**src/rtl/cplx_alu_pkg.sv**
```systemverilog
// Shared definitions for the sequential complex-number ALU.
// Holds the opcode encodings and the controller state type used by
// cplx_alu_seq. No ports; import with cplx_alu_pkg::*.
package cplx_alu_pkg;

    localparam logic [3:0] OP_A    = 4'b0000;
    localparam logic [3:0] OP_B    = 4'b0001;
    localparam logic [3:0] OP_ADD  = 4'b0010;
    localparam logic [3:0] OP_SUB  = 4'b0011;
    localparam logic [3:0] OP_CMUL = 4'b0100;
    localparam logic [3:0] OP_PMUL = 4'b0110;
    localparam logic [3:0] OP_EQ   = 4'b1000;
    localparam logic [3:0] OP_CONJ = 4'b1011;
    localparam logic [3:0] OP_NEG  = 4'b1100;

    typedef enum logic [1:0] {
        ST_IDLE = 2'd0,
        ST_EXEC = 2'd1,
        ST_MUL  = 2'd2,
        ST_DONE = 2'd3
    } state_t;

endpackage

```
**src/rtl/cplx_narrow.sv**
```systemverilog
// Narrows one wide signed component to W bits.
// Ports:
//   din      in  IW  wide two's-complement value
//   use_frac in  1   1 = arithmetic-shift right by FRAC first (products only)
//   dout     out W   narrowed value (saturated or wrapped per SAT)
//   ovf      out 1   value did not fit in the signed W-bit range
module cplx_narrow #(
    parameter int IW   = 65,
    parameter int W    = 32,
    parameter int FRAC = 0,
    parameter int SAT  = 1
) (
    input  logic [IW-1:0] din,
    input  logic          use_frac,
    output logic [W-1:0]  dout,
    output logic          ovf
);

    logic signed [IW-1:0] shifted;
    logic                 fits;

    always_comb begin
        shifted = use_frac ? ($signed(din) >>> FRAC) : $signed(din);
        // Fits when every bit above the W-bit sign bit repeats that sign bit.
        fits    = (shifted[IW-1:W-1] == {(IW-W+1){shifted[W-1]}});
        dout    = shifted[W-1:0];
        ovf     = 1'b0;
        if (!fits) begin
            ovf = 1'b1;
            if (SAT != 0) begin
                dout = shifted[IW-1] ? {1'b1, {(W-1){1'b0}}} : {1'b0, {(W-1){1'b1}}};
            end
        end
    end

endmodule

```
**src/rtl/cplx_alu_seq.sv**
```systemverilog
// Sequential complex ALU with one shared signed W x W multiplier.
// Operands are {Re, Im}, each a W-bit two's-complement fixed-point value.
// Ports:
//   clock, reset  posedge clock, synchronous active-low reset
//   start         request, sampled only while idle
//   opr, inA, inB opcode and operands, captured with start
//   outAB         registered result, held until the next completion
//   done          one-cycle pulse when outAB/ovf/err update
//   busy          high whenever the controller is not idle
//   ovf, err      narrowing overflow / illegal opcode, registered with outAB
//   dbg_state     current controller state (state_t encoding)
// Handshake: a request is accepted on any edge where start=1 and busy=0;
// start while busy is dropped. Exactly one done pulse follows each accepted
// request (unless reset intervenes), in the cycle where busy is already low,
// so a new start may be presented in that same done cycle.
module cplx_alu_seq
    import cplx_alu_pkg::*;
#(
    parameter int W    = 32,
    parameter int FRAC = 0,
    parameter int SAT  = 1
) (
    input  logic           clock,
    input  logic           reset,
    input  logic           start,
    input  logic [3:0]     opr,
    input  logic [2*W-1:0] inA,
    input  logic [2*W-1:0] inB,
    output logic [2*W-1:0] outAB,
    output logic           done,
    output logic           busy,
    output logic           ovf,
    output logic           err,
    output logic [1:0]     dbg_state
);

    localparam int AW = 2 * W + 1;

    state_t                state_q, state_d;
    logic   [3:0]          op_q;
    logic   [2*W-1:0]      a_q, b_q;
    logic   [1:0]          cnt_q;
    logic   [AW-1:0]       acc_re_q, acc_im_q;

    logic                  is_mul;
    logic   [1:0]          last_cnt;
    logic signed [W-1:0]   mul_x, mul_y;
    logic signed [2*W-1:0] prod;
    logic   [AW-1:0]       prod_ext;
    logic   [AW-1:0]       res_re, res_im;
    logic                  use_frac, illegal;
    logic   [W-1:0]        re_n, im_n;
    logic                  ovf_re, ovf_im;

    function automatic logic [AW-1:0] sx(input logic [W-1:0] v);
        return {{(W+1){v[W-1]}}, v};
    endfunction

    assign is_mul   = (op_q == OP_CMUL) || (op_q == OP_PMUL);
    assign last_cnt = (op_q == OP_CMUL) ? 2'd3 : 2'd1;

    // Product order per counter: 0 ArBr, 1 AiBi, 2 ArBi, 3 AiBr.
    // PMUL only walks steps 0 and 1.
    assign mul_x    = cnt_q[0] ? a_q[W-1:0] : a_q[2*W-1:W];
    assign mul_y    = (cnt_q[0] ^ cnt_q[1]) ? b_q[W-1:0] : b_q[2*W-1:W];
    assign prod     = mul_x * mul_y;
    assign prod_ext = {prod[2*W-1], prod};

    always_comb begin
        state_d = state_q;
        case (state_q)
            ST_IDLE: if (start) state_d = ST_EXEC;
            ST_EXEC: state_d = is_mul ? ST_MUL : ST_DONE;
            ST_MUL:  if (cnt_q == last_cnt) state_d = ST_DONE;
            ST_DONE: state_d = ST_IDLE;
            default: state_d = ST_IDLE;
        endcase
    end

    // Unshifted results for all non-multiply opcodes; sign-extension to AW
    // gives the W+1-bit headroom needed before narrowing.
    always_comb begin
        res_re   = '0;
        res_im   = '0;
        use_frac = 1'b0;
        illegal  = 1'b0;
        case (op_q)
            OP_A:    begin res_re = sx(a_q[2*W-1:W]); res_im = sx(a_q[W-1:0]); end
            OP_B:    begin res_re = sx(b_q[2*W-1:W]); res_im = sx(b_q[W-1:0]); end
            OP_ADD:  begin
                res_re = sx(a_q[2*W-1:W]) + sx(b_q[2*W-1:W]);
                res_im = sx(a_q[W-1:0]) + sx(b_q[W-1:0]);
            end
            OP_SUB:  begin
                res_re = sx(a_q[2*W-1:W]) - sx(b_q[2*W-1:W]);
                res_im = sx(a_q[W-1:0]) - sx(b_q[W-1:0]);
            end
            OP_CMUL, OP_PMUL: begin
                res_re   = acc_re_q;
                res_im   = acc_im_q;
                use_frac = 1'b1;
            end
            OP_EQ:   res_im = {{(AW-1){1'b0}}, (a_q == b_q)};
            OP_CONJ: begin res_re = sx(a_q[2*W-1:W]); res_im = '0 - sx(a_q[W-1:0]); end
            OP_NEG:  begin res_re = '0 - sx(a_q[2*W-1:W]); res_im = '0 - sx(a_q[W-1:0]); end
            default: illegal = 1'b1;
        endcase
    end

    cplx_narrow #(.IW(AW), .W(W), .FRAC(FRAC), .SAT(SAT)) u_narrow_re (
        .din      (res_re),
        .use_frac (use_frac),
        .dout     (re_n),
        .ovf      (ovf_re)
    );

    cplx_narrow #(.IW(AW), .W(W), .FRAC(FRAC), .SAT(SAT)) u_narrow_im (
        .din      (res_im),
        .use_frac (use_frac),
        .dout     (im_n),
        .ovf      (ovf_im)
    );

    always_ff @(posedge clock) begin
        if (!reset) begin
            state_q  <= ST_IDLE;
            op_q     <= '0;
            a_q      <= '0;
            b_q      <= '0;
            cnt_q    <= '0;
            acc_re_q <= '0;
            acc_im_q <= '0;
            outAB    <= '0;
            done     <= 1'b0;
            ovf      <= 1'b0;
            err      <= 1'b0;
        end else begin
            state_q <= state_d;
            done    <= 1'b0;
            case (state_q)
                ST_IDLE: if (start) begin
                    op_q <= opr;
                    a_q  <= inA;
                    b_q  <= inB;
                end
                ST_EXEC: begin
                    cnt_q    <= '0;
                    acc_re_q <= '0;
                    acc_im_q <= '0;
                end
                ST_MUL: begin
                    cnt_q <= cnt_q + 2'd1;
                    case (cnt_q)
                        2'd0: acc_re_q <= prod_ext;
                        2'd1: begin
                            if (op_q == OP_CMUL) acc_re_q <= acc_re_q - prod_ext;
                            else                 acc_im_q <= prod_ext;
                        end
                        2'd2: acc_im_q <= prod_ext;
                        default: acc_im_q <= acc_im_q + prod_ext;
                    endcase
                end
                ST_DONE: begin
                    outAB <= {re_n, im_n};
                    ovf   <= ovf_re | ovf_im;
                    err   <= illegal;
                    done  <= 1'b1;
                end
                default: ;
            endcase
        end
    end

    assign busy      = (state_q != ST_IDLE);
    assign dbg_state = state_q;

endmodule

```
**config.mk**
```make
export PLATFORM = sky130hd
export DESIGN_NAME = cplx_alu_seq
export DESIGN_NICKNAME = d
export VERILOG_FILES = /design/src/rtl/cplx_alu_pkg.sv /design/src/rtl/cplx_narrow.sv /design/src/rtl/cplx_alu_seq.sv
export SDC_FILE = /design/constraint.sdc
export NUM_CORES = 2
export LEC_CHECK = 0
export ABC_AREA = 0
export CORE_MARGIN = 1.5
export CORE_UTILIZATION = 45
export CTS_BUF_LIST = sky130_fd_sc_hd__clkbuf_16
export CTS_CLUSTER_SIZE = 14
export DETAILED_ROUTE_END_ITERATION = 12
export GPL_TIMING_DRIVEN = 1
export SYNTH_ARGS = -nofsm -noshare
export SYNTH_HDL_FRONTEND = slang
export SYNTH_SLANG_ARGS = --single-unit
```
**constraint.sdc**
```tcl
create_clock -name clock -period 13 [get_ports clock]
set_input_delay 3.9 -clock clock [delete_from_list [all_inputs] [get_ports clock]]
set_output_delay 3.9 -clock clock [all_outputs]
set_load 0.005 [all_outputs]
```
# After elaboration in Yosys (flattened, before gate mapping)
# Cells that the tools add are included.
# W data, S select, Z words.
# classes
mul	1
bitwise	2
n_mux	24
n_reduce_logical	14
addsub	9
eq_ne	23
# op_table
operator	n
$pmux W65 S7	1
$pmux W65 S2	3
$pmux W65 S6	1
$pmux W65 S3	1
$mux W32	6
$mux W65	2
$add A32 B32 Y33	2
$eq A33 B33 Y1	2
$sub A1 B32 Y33 const A	2
$sub A32 B32 Y33	2
$add A65 B65 Y65	1
$sub A65 B65 Y65	1
$eq A64 B64 Y1	1
$mul A32 B32 Y64	1
$eq A4 B4 Y1 const B	3
$reduce_or A9 Y1	1
$eq A4 B2 Y1 const B	2
$eq A4 B3 Y1 const B	2
$pmux W2 S4	1
$eq A2 B2 Y1 const B	3
$mux W2	3
$ne A2 B2 Y1 const B	3
$ne A3 B3 Y1 const B	2
$reduce_and A3 Y1	2
other kinds (15)	25
# word_totals
inputBits	135
output_inout_bits	70
ff_bits	333

# Logic depth before layout (Yosys ltp)
# logic_depth
word_depth	7
ltp_mapped	51
ltp_nobuf	45

# Hierarchy
# Synthesis repeated with hierarchy kept, for this count alone.
# hier_totals
cells_unflattened	8076
area_unflattened_um2	65522.8
# by_module_without_submodules
module	instances	cells_per_inst	area_each_um2
cplx_alu_seq	1	7934	64561.9
cplx_narrow	2	71	480.5

# Least setup slack after synthesis
# Ideal clock, no wire load.
# synth_timing
kind	reg2reg
startpoint	reg cnt_q[0]
endpoint	reg acc_re_q[59]
path_buffers	7
setup_slack_ns	1.457
path_stages_with_launch	47
setup_ns	0.125
required_ns	12.875
arrival_ns	11.418
path_cell_list	dfxtp_1 > clkbuf_1 > inv_1 > ha_1 > clkbuf_1 > clkbuf_1 > clkbuf_1 > o21a_1 > buf_1 > nor2_1 > fa_1 > fa_1 > fa_1 > inv_1 > fa_1 > inv_1 > fa_1 > inv_1 > (+11 left out) > a21oi_1 > o21ai_0 > a31oi_1 > xor2_1 > ha_1 > clkbuf_1 > nand4_1 > nor3_1 > nand2_1 > a2111oi_1 > nor3_2 > o311ai_1 > nand3_1 > a311oi_1 > nand2b_1 > xor2_1 > a222oi_1 > nor2b_1
# synth_via
elab_chain_cells	7
word_cells_on_any_way	13
cone_classes	add/sub (1); mul (1); eq/ne (3); mux (5); bitwise (1); reduce/logical (2)
# synth_lines
element	line	text
start: declaration	cplx_alu_seq.sv:42	logic [1:0] cnt_q;
start signal: assignment	cplx_alu_seq.sv:152	cnt_q <= cnt_q + 2'd1;
$xor A1 B1 Y1	cplx_alu_seq.sv:65	assign mul_y = (cnt_q[0] ^ cnt_q[1]) ? b_q[W-1:0] : b_q[2*W-1:W];
$mux W32	cplx_alu_seq.sv:65	
$mul A32 B32 Y64	cplx_alu_seq.sv:66	assign prod = mul_x * mul_y;
$sub A65 B65 Y65	cplx_alu_seq.sv:156	if (op_q == OP_CMUL) acc_re_q <= acc_re_q - prod_ext;
$mux W65	cplx_alu_seq.sv:156	
$pmux W65 S2	cplx_alu_seq.sv:153	case (cnt_q)
$pmux W65 S2	cplx_alu_seq.sv:140	case (state_q)
end signal: assignment	cplx_alu_seq.sv:154	2'd0: acc_re_q <= prod_ext;
end signal: assignment	cplx_alu_seq.sv:156	
end: declaration	cplx_alu_seq.sv:43	logic [AW-1:0] acc_re_q, acc_im_q;
# Several ways; a longest one is shown, not always the timed one. The select of a mux whose other input is x is not followed.
# A chain may end at the register's enable or synchronous reset.

# Final worst setup path
# Ends and elaborated chain as after synthesis.

==> results.cfg <==
[sta]
max_freq_mhz = 80.5
min_period_ps = 12430
skew_ps = 41.2
max_slew.worst_pin.slew_ps = 1240
finalHoldViolations = 0
slew_headroom = 0.160
fin_crit_sh = 0.956
slew_violations = 0
grt_setup_unrepaired = no
tns_ps = 0
setup_ws_ps = 573
setup_viol = 0

[floorplanning]
num_io_pins = 205
rows = 139
start_util = 0.455
die_x_um = 385
core_um2 = 144000
die_area_um2 = 148000
chipHeight_um = 385

[placed_design]
port_buffers = 204
finalWeightedCongestion = 1.02
dpl.hpwl_um = 224000
place_ws_ps = 516

[worst_setup_path]
worstSetupPathType = flop to flop
crit_required_ps = 13500
r2r_end = acc_re_q[59]
end_kind = flop
start_kind = flop
reg2regPathDepth = 40
r2r_start = cnt_q[0]
cp_top_family = adder cells
path_max_fanout = 20
cpPeakStageDelay_ps = 620
critPathBufInv = 5
r2r_slack_ps = 570
crit_arrival_ps = 12930
crit_path_frequent_cell = fa_1
cp_slowest_cell = fa_1

[status]
status = finished, final reports clean

[final_layout]
utilization = 0.501
drive_above_1_share = 0.0638
nets = 9850
area_growth_pct = 10.1

[logic_synthesis]
avgSynthCellArea_um2 = 8.11
synthCells = 8086
yosysSeqAreaShare = 0.102
yosysWarnings = 0
ys_ff_latch = 333
synth.distinct_cells = 97
syn-num-nets = 9759
syn-cell-area_um2 = 65600
yosys_most_used_dff = dfxtp_1
synth_edf_count = 0
async_reset_ff_frac = 0

[route]
routed_via_density = 5.96
ant_nets = 0
dr.pass1.iters = 7
post-route-drc-count = 0
num_vias = 60300
wl_um = 275000
wl_per_cell_um = 27.1
drt_iter0_drc = 5877

[cts]
cts_buffers = 44
hold_buffers = 0
htreeDepth = 2
cts_buffer_depth = 3
cts_tree = yes
cts_sinks = 333
path_clk_slew_ps = 60
clk_latency_ps = 650
root_buffer = clkbuf_16

[global_routing]
antenna_found_initial = 7
grt_pass1_vias = 60100
overflow = 0
grt_pass1_wl_um = 404000
grt.total_usage = 0.371
grt_max_degree = 99

[pwr]
vdd_drop_max_mv = 0.396
p_leak_nw = 32.9
power.density_nw_per_um2 = 233

[hold_path]
hold_path.class = flop to flop
holdPathEnd = acc_re_q[0]
hold_depth = 2
min_from = acc_re_q[0]

[run]
maxCapViolations = 0
report_power, final:
group / internal, mW / total (mW) / switching, mW
Clock: 0.707 / 1.25 / 0.540
Sequential: 1.16 / 1.42 / 0.262
Combinational: 5.05 / 14.2 / 9.11
Total: 6.92 / 16.8 / 9.91
worst reg2reg max path: cells and delay by family (launching register included):
family,cells,cell delay [ps]
xor gates and xnor gates,2,540
and+or+nand+nor,12,2050
buffers and inverters,5,880
DFF,1,360
AOI/OAI and AO/OA,10,3220
adders and majority gates,11,5240
sequential cells by signal, summed over array words and instances, names as in the netlist, 2 cells and up:
signal	cells
acc_im_q	65
acc_re_q	65
a_q	64
b_q	64
outAB	64
op_q	4
cnt_q	2
dbg_state	2
what timing repair did:
item | CTS | global route
resized for setup | 0 | 5
setup endpoints to repair | 0 | 4
buffers inserted | 0 | 1
stage by stage:
| stage | cell area [um^2] | std cells | hold WS, ps | total power, mW |
|---|---|---|---|---|
| floorplan | 65600 | 8086 | 432 | 10.5 |
| CTS | 72100 | 10100 | 461 | 16.7 |
| finish | 72200 | 10100 | 462 | 16.8 |
| global placement | 70700 | 10000 | 440 | 15.3 |
| global route | 72200 | 10100 | 490 | 18.1 |
| detailed placement | 70700 | 10000 | 452 | 15.3 |
synthesized netlist by cell type, drive strengths merged (40+ instances only):
cell type  count  area [um^2]
a21oi        421         2110
clkbuf       390         1460
dfxtp        333         6670
buf           53          256
nand2b        45          284
ha           450         5630
a21o         146         1100
nand3         85          425
xnor2        160         1400
o21a          54          405
mux2i         55          563
nor2b         45          282
o21bai        58          435
nor4          50          349
a22oi         85          638
a221oi        40          357
nor2         831         3140
nand4         53          332
nor3          93          531
nand2       1135         4260
a211oi        53          398
fa          1088        21800
a21boi       142         1070
inv         1190         4470
o21ai        406         2050
xor2          87          762
worst max path at each step:
stage	startpoint	to	slack, ps	depth (start not counted)
4_1_cts	cnt_q[0]	acc_re_q[59]	440	39
3_3_place_gp	cnt_q[0]	acc_im_q[64]	550	39
3_5_place_dp	cnt_q[0]	acc_re_q[59]	520	39
6_report	cnt_q[0]	acc_re_q[59]	570	40
5_1_grt	cnt_q[1]	acc_re_q[59]	60	41
2_1_floorplan	cnt_q[0]	acc_re_q[59]	1460	46
cell families (layout without fill, tap and decap cells):
kind of cell,Yosys count,after routing,share of synthesized area
xor gates and xnor gates,247,247,0.0330
muxes,85,85,0.0137
DFF,333,333,0.102
buffers and inverters,1633,1754,0.0944
and+or+nand+nor,2496,2496,0.163
adders and majority gates,1538,1538,0.418
AOI/OAI and AO/OA,1754,1754,0.176
other,0,9,0
metal layers:
| metal | part of all wire | up-vias | routed length, um | global-route usage |
|---|---|---|---|---|
| met5 | 0 | - | 0 | 0 |
| met4 | 0.071 | 0 | 19400 | 0.216 |
| met3 | 0.081 | 661 | 22200 | 0.0613 |
| met2 | 0.45 | 2801 | 124000 | 0.590 |
| met1 | 0.40 | 30300 | 109000 | 0.478 |
| li1 | - | 26500 | - | - |
final cells by class:
type                            instances  area, um^2
Timing Repair Buffer                  488        4230
Tap cell                             1903        2380
Multi-Input combinational cell       6120       53000
Antenna cell                            9        22.5
Clock inverter                         31         285
Clock buffer                           45        1130
Inverter                             1190        4470
Sequential cell                       333        6670
Fill cell                           14000       72000
cells in the final DEF (no fill, tap or decap), types with 39 or more instances in the layout:
cell and instances:
a211oi_1 53, a21boi_0 138, a21o_1 146, a21oi_1 418
a221oi_1 39, a22oi_1 85, buf_4 281, clkbuf_16 45
clkdlybuf4s50_1 203, dfxtp_1 331, fa_1 1088, ha_1 447
inv_1 1198, nand2_1 1133, nand2b_1 44, nand3_1 85
nand4_1 53, nor2_1 826, nor2b_1 44, nor3_1 79
nor4_1 45, o21a_1 52, o21ai_0 357, o21bai_1 58
xnor2_1 160, xor2_1 87
Note: power is estimated with default switching activity, not from simulation.
